==> src/rtl/pattern_gen_pkg.sv <==
// pattern_gen_pkg: shared definitions for the pattern_gen_stream block.
//   - MODE_* : pattern select encodings for the 3-bit mode input
//   - state_t: stream FSM state encoding
//   - lfsr32_next(): one step of the 32-bit pattern LFSR
package pattern_gen_pkg;

   localparam logic [2:0] MODE_COUNTER  = 3'b000;
   localparam logic [2:0] MODE_LFSR     = 3'b001;
   localparam logic [2:0] MODE_WALK1    = 3'b010;
   localparam logic [2:0] MODE_WALK0    = 3'b011;
   localparam logic [2:0] MODE_HAMMER   = 3'b100;
   localparam logic [2:0] MODE_NEIGHBOR = 3'b101;
   localparam logic [2:0] MODE_CONST    = 3'b110;
   localparam logic [2:0] MODE_RSVD     = 3'b111;

   typedef enum logic {
      ST_IDLE = 1'b0,
      ST_RUN  = 1'b1
   } state_t;

   function automatic logic [31:0] lfsr32_next(input logic [31:0] s);
      return {s[30:0], s[31] ^ s[21] ^ s[1]};
   endfunction

endpackage

==> src/rtl/pattern_gen_core.sv <==
// pattern_gen_core: pattern state registers and word generation.
//   clk, reset : clock, asynchronous active-high reset
//   load       : latch mode/seed and set up word 0
//   advance    : step every pattern generator to the next word
//   mode, seed : pattern select and seed, sampled on load
//   word       : current pattern word (combinational from registers only)
// All generators step together on advance; the latched mode just picks
// which one drives word.
module pattern_gen_core
   import pattern_gen_pkg::*;
#(
   parameter int          WIDTH      = 64,
   parameter logic [31:0] LFSR_RESET = 32'h04030201
) (
   input  logic             clk,
   input  logic             reset,
   input  logic             load,
   input  logic             advance,
   input  logic [2:0]       mode,
   input  logic [31:0]      seed,
   output logic [WIDTH-1:0] word
);

   localparam int LANES = WIDTH / 32;
   localparam int PW    = $clog2(WIDTH);

   logic [2:0]       mode_q;
   logic [31:0]      seed_q;
   logic [WIDTH-1:0] cnt_q;
   logic [31:0]      lfsr_q;
   logic [WIDTH-1:0] walk_q;
   logic             phase_q;   // 0 on even words, 1 on odd words
   logic [PW-1:0]    pos_q;     // neighbor-mode cleared bit position

   always_ff @(posedge clk or posedge reset) begin
      if (reset) begin
         mode_q  <= MODE_RSVD;
         seed_q  <= '0;
         cnt_q   <= '0;
         lfsr_q  <= '0;
         walk_q  <= '0;
         phase_q <= 1'b0;
         pos_q   <= '0;
      end else if (load) begin
         mode_q  <= mode;
         seed_q  <= seed;
         cnt_q   <= WIDTH'(seed);
         lfsr_q  <= (seed == 32'd0) ? LFSR_RESET : seed;
         walk_q  <= WIDTH'(1);
         phase_q <= 1'b0;
         pos_q   <= '0;
      end else if (advance) begin
         cnt_q   <= cnt_q + WIDTH'(1);
         lfsr_q  <= lfsr32_next(lfsr_q);
         walk_q  <= {walk_q[WIDTH-2:0], walk_q[WIDTH-1]};
         phase_q <= ~phase_q;
         // position moves on only after the odd (all-zero) word
         if (phase_q)
            pos_q <= (pos_q == PW'(WIDTH - 1)) ? '0 : pos_q + PW'(1);
      end
   end

   always_comb begin
      word = '0;
      case (mode_q)
         MODE_COUNTER:  word = cnt_q;
         MODE_LFSR:     word = {LANES{lfsr_q}};
         MODE_WALK1:    word = walk_q;
         MODE_WALK0:    word = ~walk_q;
         MODE_HAMMER:   word = phase_q ? '0 : '1;
         MODE_NEIGHBOR: word = phase_q ? '0 : ~(WIDTH'(1) << pos_q);
         MODE_CONST:    word = {LANES{seed_q}};
         default:       word = '0;
      endcase
   end

endmodule

==> src/rtl/pattern_gen_stream.sv <==
// pattern_gen_stream: bus-test pattern source on a valid/ready stream.
//   clk, reset          : clock, asynchronous active-high reset
//   start, abort        : 1-cycle control pulses
//   mode, seed, len     : burst configuration, latched on start (len 0 = continuous)
//   dout, dout_valid    : output word and valid
//   dout_ready          : sink ready; a word is accepted on valid & ready
//   busy                : burst in progress
//   done                : 1-cycle pulse, the cycle after the last accept or abort
//   word_cnt            : words accepted in the current/last burst
// Optional (PATTERN_GEN_ERR_INJECT_EN defined):
//   inj_arm, inj_index  : arm a single bit-0 flip on word inj_index of the next burst
//   inj_done            : 1-cycle pulse after the corrupted word is accepted
// dout_valid is a register-derived signal, so ready never feeds valid.
module pattern_gen_stream
   import pattern_gen_pkg::*;
#(
   parameter int          WIDTH      = 64,
   parameter int          LEN_W      = 32,
   parameter logic [31:0] LFSR_RESET = 32'h04030201
) (
   input  logic             clk,
   input  logic             reset,
   input  logic             start,
   input  logic             abort,
   input  logic [2:0]       mode,
   input  logic [31:0]      seed,
   input  logic [LEN_W-1:0] len,
   output logic [WIDTH-1:0] dout,
   output logic             dout_valid,
   input  logic             dout_ready,
   output logic             busy,
   output logic             done,
   output logic [LEN_W-1:0] word_cnt
`ifdef PATTERN_GEN_ERR_INJECT_EN
   ,
   input  logic             inj_arm,
   input  logic [LEN_W-1:0] inj_index,
   output logic             inj_done
`endif
);

   state_t           state_q, state_d;
   logic             load, advance, finish, accept;
   logic [LEN_W-1:0] cnt_inc, len_q;
   logic             done_q;
   logic [WIDTH-1:0] word, inj_mask;

   assign accept  = (state_q == ST_RUN) && dout_ready;
   assign cnt_inc = word_cnt + LEN_W'(1);

   always_ff @(posedge clk or posedge reset) begin
      if (reset) state_q <= ST_IDLE;
      else       state_q <= state_d;
   end

   always_comb begin
      state_d = state_q;
      load    = 1'b0;
      advance = 1'b0;
      finish  = 1'b0;
      case (state_q)
         ST_IDLE: begin
            if (start) begin
               state_d = ST_RUN;
               load    = 1'b1;
            end
         end
         ST_RUN: begin
            advance = accept;
            // a coincident accept still counts before the abort takes effect
            if (abort || (accept && len_q != '0 && cnt_inc == len_q)) begin
               state_d = ST_IDLE;
               finish  = 1'b1;
            end
         end
         default: state_d = ST_IDLE;
      endcase
   end

   always_ff @(posedge clk or posedge reset) begin
      if (reset) begin
         word_cnt <= '0;
         len_q    <= '0;
         done_q   <= 1'b0;
      end else begin
         done_q <= finish;
         if (load) begin
            word_cnt <= '0;
            len_q    <= len;
         end else if (advance) begin
            word_cnt <= cnt_inc;
         end
      end
   end

   pattern_gen_core #(
      .WIDTH      (WIDTH),
      .LFSR_RESET (LFSR_RESET)
   ) u_core (
      .clk     (clk),
      .reset   (reset),
      .load    (load),
      .advance (advance),
      .mode    (mode),
      .seed    (seed),
      .word    (word)
   );

`ifdef PATTERN_GEN_ERR_INJECT_EN
   logic             armed_q, pend_q, inj_done_q, hit;
   logic [LEN_W-1:0] idx_q;

   // pend_q clears after the first hit so a wrapping word_cnt cannot re-hit
   assign hit      = pend_q && (word_cnt == idx_q) && (state_q == ST_RUN);
   assign inj_mask = {{(WIDTH-1){1'b0}}, hit};
   assign inj_done = inj_done_q;

   always_ff @(posedge clk or posedge reset) begin
      if (reset) begin
         armed_q    <= 1'b0;
         pend_q     <= 1'b0;
         inj_done_q <= 1'b0;
         idx_q      <= '0;
      end else begin
         inj_done_q <= 1'b0;
         if (load) begin
            pend_q  <= armed_q | inj_arm;
            idx_q   <= inj_index;
            armed_q <= 1'b0;
         end else begin
            if (inj_arm) armed_q <= 1'b1;
            if (advance && hit) begin
               pend_q     <= 1'b0;
               inj_done_q <= 1'b1;
            end
         end
      end
   end
`else
   assign inj_mask = '0;
`endif

   assign busy       = (state_q == ST_RUN);
   assign dout_valid = busy;
   assign dout       = busy ? (word ^ inj_mask) : '0;
   assign done       = done_q;

endmodule
==> config.mk <==
export PLATFORM = sky130hd
export DESIGN_NAME = pattern_gen_stream
export DESIGN_NICKNAME = d
export VERILOG_FILES = /design/src/rtl/pattern_gen_pkg.sv /design/src/rtl/pattern_gen_core.sv /design/src/rtl/pattern_gen_stream.sv
export SDC_FILE = /design/constraint.sdc
export NUM_CORES = 1
export LEC_CHECK = 0
export BUFFER_PORTS_ARGS = -buffer_cell sky130_fd_sc_hd__buf_4
export CORE_AREA = 2 2 200 163
export CTS_CLUSTER_SIZE = 28
export DETAILED_ROUTE_END_ITERATION = 10
export DIE_AREA = 0 0 202 165
export PLACE_DENSITY = 0.69
export SLEW_MARGIN = 40
export SYNTH_ARGS = -nofsm -noshare
export SYNTH_HDL_FRONTEND = slang
export SYNTH_SLANG_ARGS = --single-unit
export TNS_END_PERCENT = 50
==> constraint.sdc <==
create_clock -name clk -period 14.36 [get_ports clk]
set_input_delay 1.436 -clock clk [delete_from_list [all_inputs] [get_ports clk]]
set_output_delay 1.436 -clock clk [all_outputs]
set_load 0.05 [all_outputs]
* Word level (Yosys, flattened, before mapping)
Cells that the tools add are included.
** Storage, ports and cells
- Word-level logic and storage cells :: 65
- Flip-flop bits (word level) :: 268
- Input bits :: 72
- Output and inout bits :: 99
** Cells by class
- Reductions and logical operators :: 10
- Shift operators :: 1
- Muxes and demuxes :: 26
- $add $sub $neg :: 3
- Bitwise operators :: 6
- Equality and inequality tests :: 8
** Operators by type and width (count)
- 64-bit 2-to-1 mux :: 7
- 64-bit one-hot mux with 7 select lines :: 1
- 32-bit 2-to-1 mux :: 5
- 64-bit inverter :: 2
- 64-bit by 1-bit adder with 64-bit output, second input constant :: 1
- 1-bit by 6-bit << shifter with 64-bit output, first input constant :: 1
- 32-bit by 1-bit adder with 32-bit output, second input constant :: 1
- 32-bit == test :: 1
- 32-bit logical NOT :: 1
- 32-bit nonzero test :: 1
- 6-bit 2-to-1 mux :: 4
- 3-bit == test, second input constant :: 3
- 1-bit 2-to-1 mux :: 8
- 6-bit by 1-bit adder with 6-bit output, second input constant :: 1
- 3-bit by 2-bit == test with 1-bit output, second input constant :: 2
- 6-bit == test, second input constant :: 1
- 2-bit nonzero test :: 2
- 3-bit by 1-bit == test with 1-bit output, second input constant :: 1
- 1-bit logical AND :: 3
- 3-bit logical NOT :: 1
- 1-bit inverter :: 2
- 1-bit one-hot mux with 2 select lines :: 1
- 2-bit AND reduction :: 1
- 1-bit bitwise XOR :: 2
- 1-bit logical OR :: 1

* Logic depth before layout (Yosys ltp)
- Depth in word-level cells :: 6
- Depth in mapped cells :: 10
- Gate-level depth less buffers :: 8

* Cells and area by module
From an unflattened synthesis, not the netlist that was laid out.
** Second synthesis, totals
- Cells, all modules :: 1802
- Area, all modules :: 16797.4 µm²
** By module, submodules not included
- pattern_gen_core :: cells an instance 1290, sequential area each 5058.6 µm², instances 1, area an instance 12156.7 µm²
- pattern_gen_stream :: cells an instance 512, sequential area each 1651.6 µm², instances 1, area an instance 4640.7 µm²

* Worst setup path before layout
Ideal clock, no wire load.
- Kind :: register to output
- From :: register u_core.mode_q[1]
- To :: output port dout[44]
- Data required time :: 12.924 ns
- Stages on the path, launching flop included :: 8
- Arrival time :: 2.602 ns
- Path buffers :: 3
- Path slack :: 10.322 ns
- Cell sequence :: dfstp_2 > clkbuf_1 > buf_2 > buf_1 > mux2i_1 > o22ai_1 > nand2b_1 > a31oi_1
** Between the ends
- Cells in the longest elaborated chain, start to end :: 3
- Elaborated cells on any way between the ends :: 9
- Classes of those cells :: 6 x eq/ne; 2 x mux; 1 x reduce/logical
** RTL lines
- from (decl) :: line pattern_gen_core.sv:27 : logic [2:0] mode_q;
- from (signal assigned) :: line pattern_gen_core.sv:45 : mode_q <= mode;
- 3-bit == test (tied with other cells) :: line pattern_gen_core.sv:65 : case (mode_q)
- 64-bit one-hot mux with 7 select lines * :: line pattern_gen_core.sv:65
- 64-bit 2-to-1 mux * :: line pattern_gen_stream.sv:145 : assign dout = busy ? (word ^ inj_mask) : '0;
- to (decl) :: line pattern_gen_stream.sv:28 : output logic [WIDTH-1:0] dout,
Mark *: on every way between the ends. The rest lies on a longest branch, timed or not.

* Worst setup path after layout
- From :: register u_core.mode_q[0]
- To :: output port dout[4]
The elaborated chain is that of the path after synthesis.

==> out/results.md <==
| Quantity | Reported | Unit |
|---|---|---|
| Run status | complete, no violations | - |
| Most frequently used flop master after synthesis | sky130_fd_sc_hd__dfrtp_1 | - |
| First-pass GRT wire length | 80,800 | um |
| NetSw | 1.03 | mW |
| Multi-input logic area | 0.00815 | mm2 |
| Via Count | 14,766 | - |
| Number of buffers on the longest clock path | 3 | - |
| Synth area leader | sky130_fd_sc_hd__dfrtp_1 | - |
| Area Overhead vs Synth | 16.9 | % |
| Post-DP HPWL | 36,500 | um |
| Number of synthesized flops with an enable pin | 0 | - |
| Beginning of the critical path | u_core.mode_q[0] | - |
| Number of distinct library cells after synthesis | 67 | - |
| Number of gates given a new drive strength after cts | 0 | - |
| Worst hold margin | 0.483 | ns |
| Setup repair after global routing missed its margin | no | - |
| Clock slew at reported path FFs | 0.06 | ns |
| Clock latency reported for the late side of the worst-skew pair | 0.57 | ns |
| Count of buffering cells on the critical path with inverters included | 3 | - |
| Post-Synthesis Net Count | 1,854 | - |
| Starting Density | 49.5 | % |
| Post-layout power | 2.70 | mW |
| Reg2Reg Launch Point | busy | - |
| Post-CTS repair timing setup buffer count | 0 | - |
| Measured slew at the worst slew-check pin | 0.792 | ns |
| Setup TNS | 0 | ns |
| Final Non-Filler Cells | 2,298 | - |
| Sequential share of power | 36.5 | % |
| Synthesized area per cell | 8.69 | um2 |
| Family of cells with the greatest summed delay on the critical path | buffers and inverters | - |
| Clock share of power | 31.9 | % |
| VDD IR-drop max | 0.0000836 | V |
| Number of storage elements in the synthesis netlist | 268 | - |
| Cell type of the slowest stage on the worst timing path | sky130_fd_sc_hd__dfstp_2 | - |
| Fill cell instance count of the final layout | 2,763 | - |
| Post-DP Area | 0.0169 | mm2 |
| Number of synthesis warnings | 0 | - |
| Internal power summed over all cells | 1.66 | mW |
| Vertical extent of the die | 165 | um |
| Worst path max stage delay | 0.82 | ns |
| CTS tree | yes | - |
| Gate count of the mapped netlist | 1,774 | - |
| Layout Cell Area excl Fill | 0.0180 | mm2 |
| Quantity of I/O buffers inserted on ports | 170 | - |
| DRT Wirelength | 52,700 | um |
| Async SR Flop Fraction | 100 | % |
| Class of the most critical setup path | reg2out | - |
| Ordered cell list for the critical path | buf_4 -> nor3b_2 -> buf_4 -> a221oi_1 -> a31oi_1 -> buf_4 | - |
| Overall die area | 0.0333 | mm2 |
| Starting DRT DRC Count | 1,890 | - |
| Hold Path Class | reg2reg | - |
| Routability congestion estimate | 0.968 | - |
| Register Area | 0.00671 | mm2 |
| Total number of nets in the final design | 1,934 | - |
| Number of clock buffers inserted by TritonCTS | 29 | - |
| Fmax | 188 | MHz |
| Proportion of layout cells with a drive suffix above 1 | 14.7 | % |
| Worst slack, placed | 9.72 | ns |
| Iteration count of the initial detailed-routing pass | 5 | - |
| Number of endpoints failing setup at the final stage | 0 | - |
| Worst setup margin | 9.05 | ns |
| Clock root buffer | sky130_fd_sc_hd__clkbuf_16 | - |
| MaxCap Viol Count | 0 | - |
| Cell area after technology mapping | 0.0154 | mm2 |
| Critical path arrival | 3.88 | ns |
| Number of hold buffers added after cts | 0 | - |
| Global-route total usage across every layer | 31.1 | % |
| Number of antenna violations at the first check in global routing | 1 | - |
| Slew HR | 47.2 | % |
| Launching element type of the critical path | register | - |
| Utilization after layout | 57.9 | % |
| # rows | 58 | - |
| Inst Count DP | 2,242 | - |
| Total overflow reported by the global router | 0 | - |
| Top cells by area in the synthesized netlist | sky130_fd_sc_hd__dfrtp_1 43%, sky130_fd_sc_hd__nand2_1 8.6%, sky130_fd_sc_hd__mux2i_1 4.5% | - |
| Drt drc | 0 | - |
| Floorplan die width | 202 | um |
| Power per standard cell area | 150 | mW/mm2 |
| Required @ worst endpoint | 12.92 | ns |
| Wire length per cell | 22.9 | um |
| Clock sink count | 268 | - |
| Final Skew | 0.0168 | ns |
| P_leak | 7.78 | nW |
| Comb power frac | 31.6 | % |
| Area share of the largest cell type after synthesis | 43.0 | % |
| Switching part of the total | 38.3 | % |
| Hold Path Origin | u_core.seed_q[29] | - |
| Slew Limit Fails | 0 | - |
| Depth of the CTS H-tree | 1 | - |
| Final Hold Fails | 0 | - |
| Detailed-route vias per instance | 6.43 | - |
| Pin count of the biggest net entering global routing | 117 | - |
| Max Fanout on Critical Path | 48 | - |
| Core area | 0.0311 | mm2 |
| Cell repeated most along the worst path | sky130_fd_sc_hd__buf_4 | - |
| Vias in the first global route | 13,619 | - |
| Part of the Yosys area used for sequential elements | 43.5 | % |
| Residual antenna-violating net count after detailed routing | 0 | - |
| Kind of capture point of the worst setup path | output port | - |
| Final period util | 37.0 | % |
| IO Pins | 171 | - |
| Min Tclk post-route | 5.31 | ns |
-- power groups by stage --
stage	Combinational, mW	Sequential [mW]	Clock, mW
floorplan	0.610	0.935	0
global placement	0.828	0.990	0
detailed placement	0.840	0.991	0
CTS	0.843	0.979	0.869
global route	0.907	0.993	0.901
finish	0.851	0.984	0.861
-- sequential cells by signal, indices dropped and copies added (netlist names) --
signal and flops:
u_core.cnt_q 64, u_core.walk_q 64, len_q 32, u_core.lfsr_q 32, u_core.seed_q 32, word_cnt 32
u_core.pos_q 6, u_core.mode_q 3, busy 1, done 1, u_core.phase_q 1
-- worst paths after layout --
check | endpoint | slack (ns) | cells past startpoint
hold reg to reg | u_core.seed_q[29] | 0.48 | 2
hold / removal | u_core.seed_q[29] | 0.48 | 2
min in group asynchronous | u_core.seed_q[10] | 0.92 | 2
max in group asynchronous | word_cnt[22] | 11.53 | 4
setup / recovery | dout[4] | 9.05 | 6
setup reg to reg | busy | 11.17 | 8
-- placed cells by master (no fill, tap or decap), types with 5 or more instances in the layout --
cell type                   instances
sky130_fd_sc_hd__a21oi_1           41
sky130_fd_sc_hd__a221oi_1          34
sky130_fd_sc_hd__a22o_1            67
sky130_fd_sc_hd__a22oi_1            5
sky130_fd_sc_hd__a31oi_1           98
sky130_fd_sc_hd__and2_1             5
sky130_fd_sc_hd__and3_1            16
sky130_fd_sc_hd__and4_1            11
sky130_fd_sc_hd__buf_4            183
sky130_fd_sc_hd__bufinv_16          7
sky130_fd_sc_hd__clkbuf_16         29
sky130_fd_sc_hd__clkbuf_8           8
sky130_fd_sc_hd__clkinv_2           5
sky130_fd_sc_hd__dfrtp_1          265
sky130_fd_sc_hd__ha_1               8
sky130_fd_sc_hd__inv_1             15
sky130_fd_sc_hd__mux2i_1           69
sky130_fd_sc_hd__nand2_1          351
sky130_fd_sc_hd__nand2b_1          71
sky130_fd_sc_hd__nand3_1           59
sky130_fd_sc_hd__nand4_1           40
sky130_fd_sc_hd__nor2_1            67
sky130_fd_sc_hd__nor3_1            15
sky130_fd_sc_hd__nor4_1            18
sky130_fd_sc_hd__o211ai_1          10
sky130_fd_sc_hd__o21ai_0          129
sky130_fd_sc_hd__o21ai_1            5
sky130_fd_sc_hd__o22ai_1           64
sky130_fd_sc_hd__o31ai_1           20
sky130_fd_sc_hd__o41ai_1            6
sky130_fd_sc_hd__or3_1              6
sky130_fd_sc_hd__xnor2_1           35
sky130_fd_sc_hd__xor2_1            38
-- cell type report --
type                    count  area share [%]
multi-input cells        1350            45.2
flip-flops and latches    268            37.3
repair buffers            189            8.11
clock buffers              39            4.63
well taps                 420            2.92
clock inverters            15            1.44
inverters                  16           0.403
diodes                      1          0.0139
-- worst reg2reg max path: cells and delay by family (launching register included) --
kind	cells	cell delay, ns
AND/OR/NAND/NOR	4	1.15
AO/OA/AOI/OAI	3	0.79
flip-flops	1	0.63
buffers and inverters	1	0.50
-- per-layer routing --
layer | global-route usage [%] | vias up | share of wire [%]
met1 | 44.3 | 7246 | 43
li1 | - | 6646 | -
met4 | 13.7 | 0 | 4.8
met2 | 46.1 | 749 | 44
met5 | 0 | - | 0
met3 | 6.14 | 125 | 9.0
-- cells by family after synthesis --
group | Yosys count | share of synthesized area, %
AO/OA/AOI/OAI | 500 | 21.3
XOR/XNOR | 74 | 4.29
adder cells (fa/ha/maj) | 8 | 0.649
buffers and inverters | 156 | 3.98
flip-flops | 268 | 43.5
multiplexers | 70 | 4.55
AND/OR/NAND/NOR | 698 | 21.7
-- synth_stat cells, types with 41 or more instances --
cell	n
sky130_fd_sc_hd__nand2_1	354
sky130_fd_sc_hd__dfrtp_1	265
sky130_fd_sc_hd__o21ai_0	129
sky130_fd_sc_hd__clkbuf_1	110
sky130_fd_sc_hd__a31oi_1	98
sky130_fd_sc_hd__nand2b_1	72
sky130_fd_sc_hd__mux2i_1	69
sky130_fd_sc_hd__nor2_1	69
sky130_fd_sc_hd__a22o_1	67
sky130_fd_sc_hd__o22ai_1	64
sky130_fd_sc_hd__nand3_1	59
sky130_fd_sc_hd__a21oi_1	41
Power figures use the tool's default switching activity.
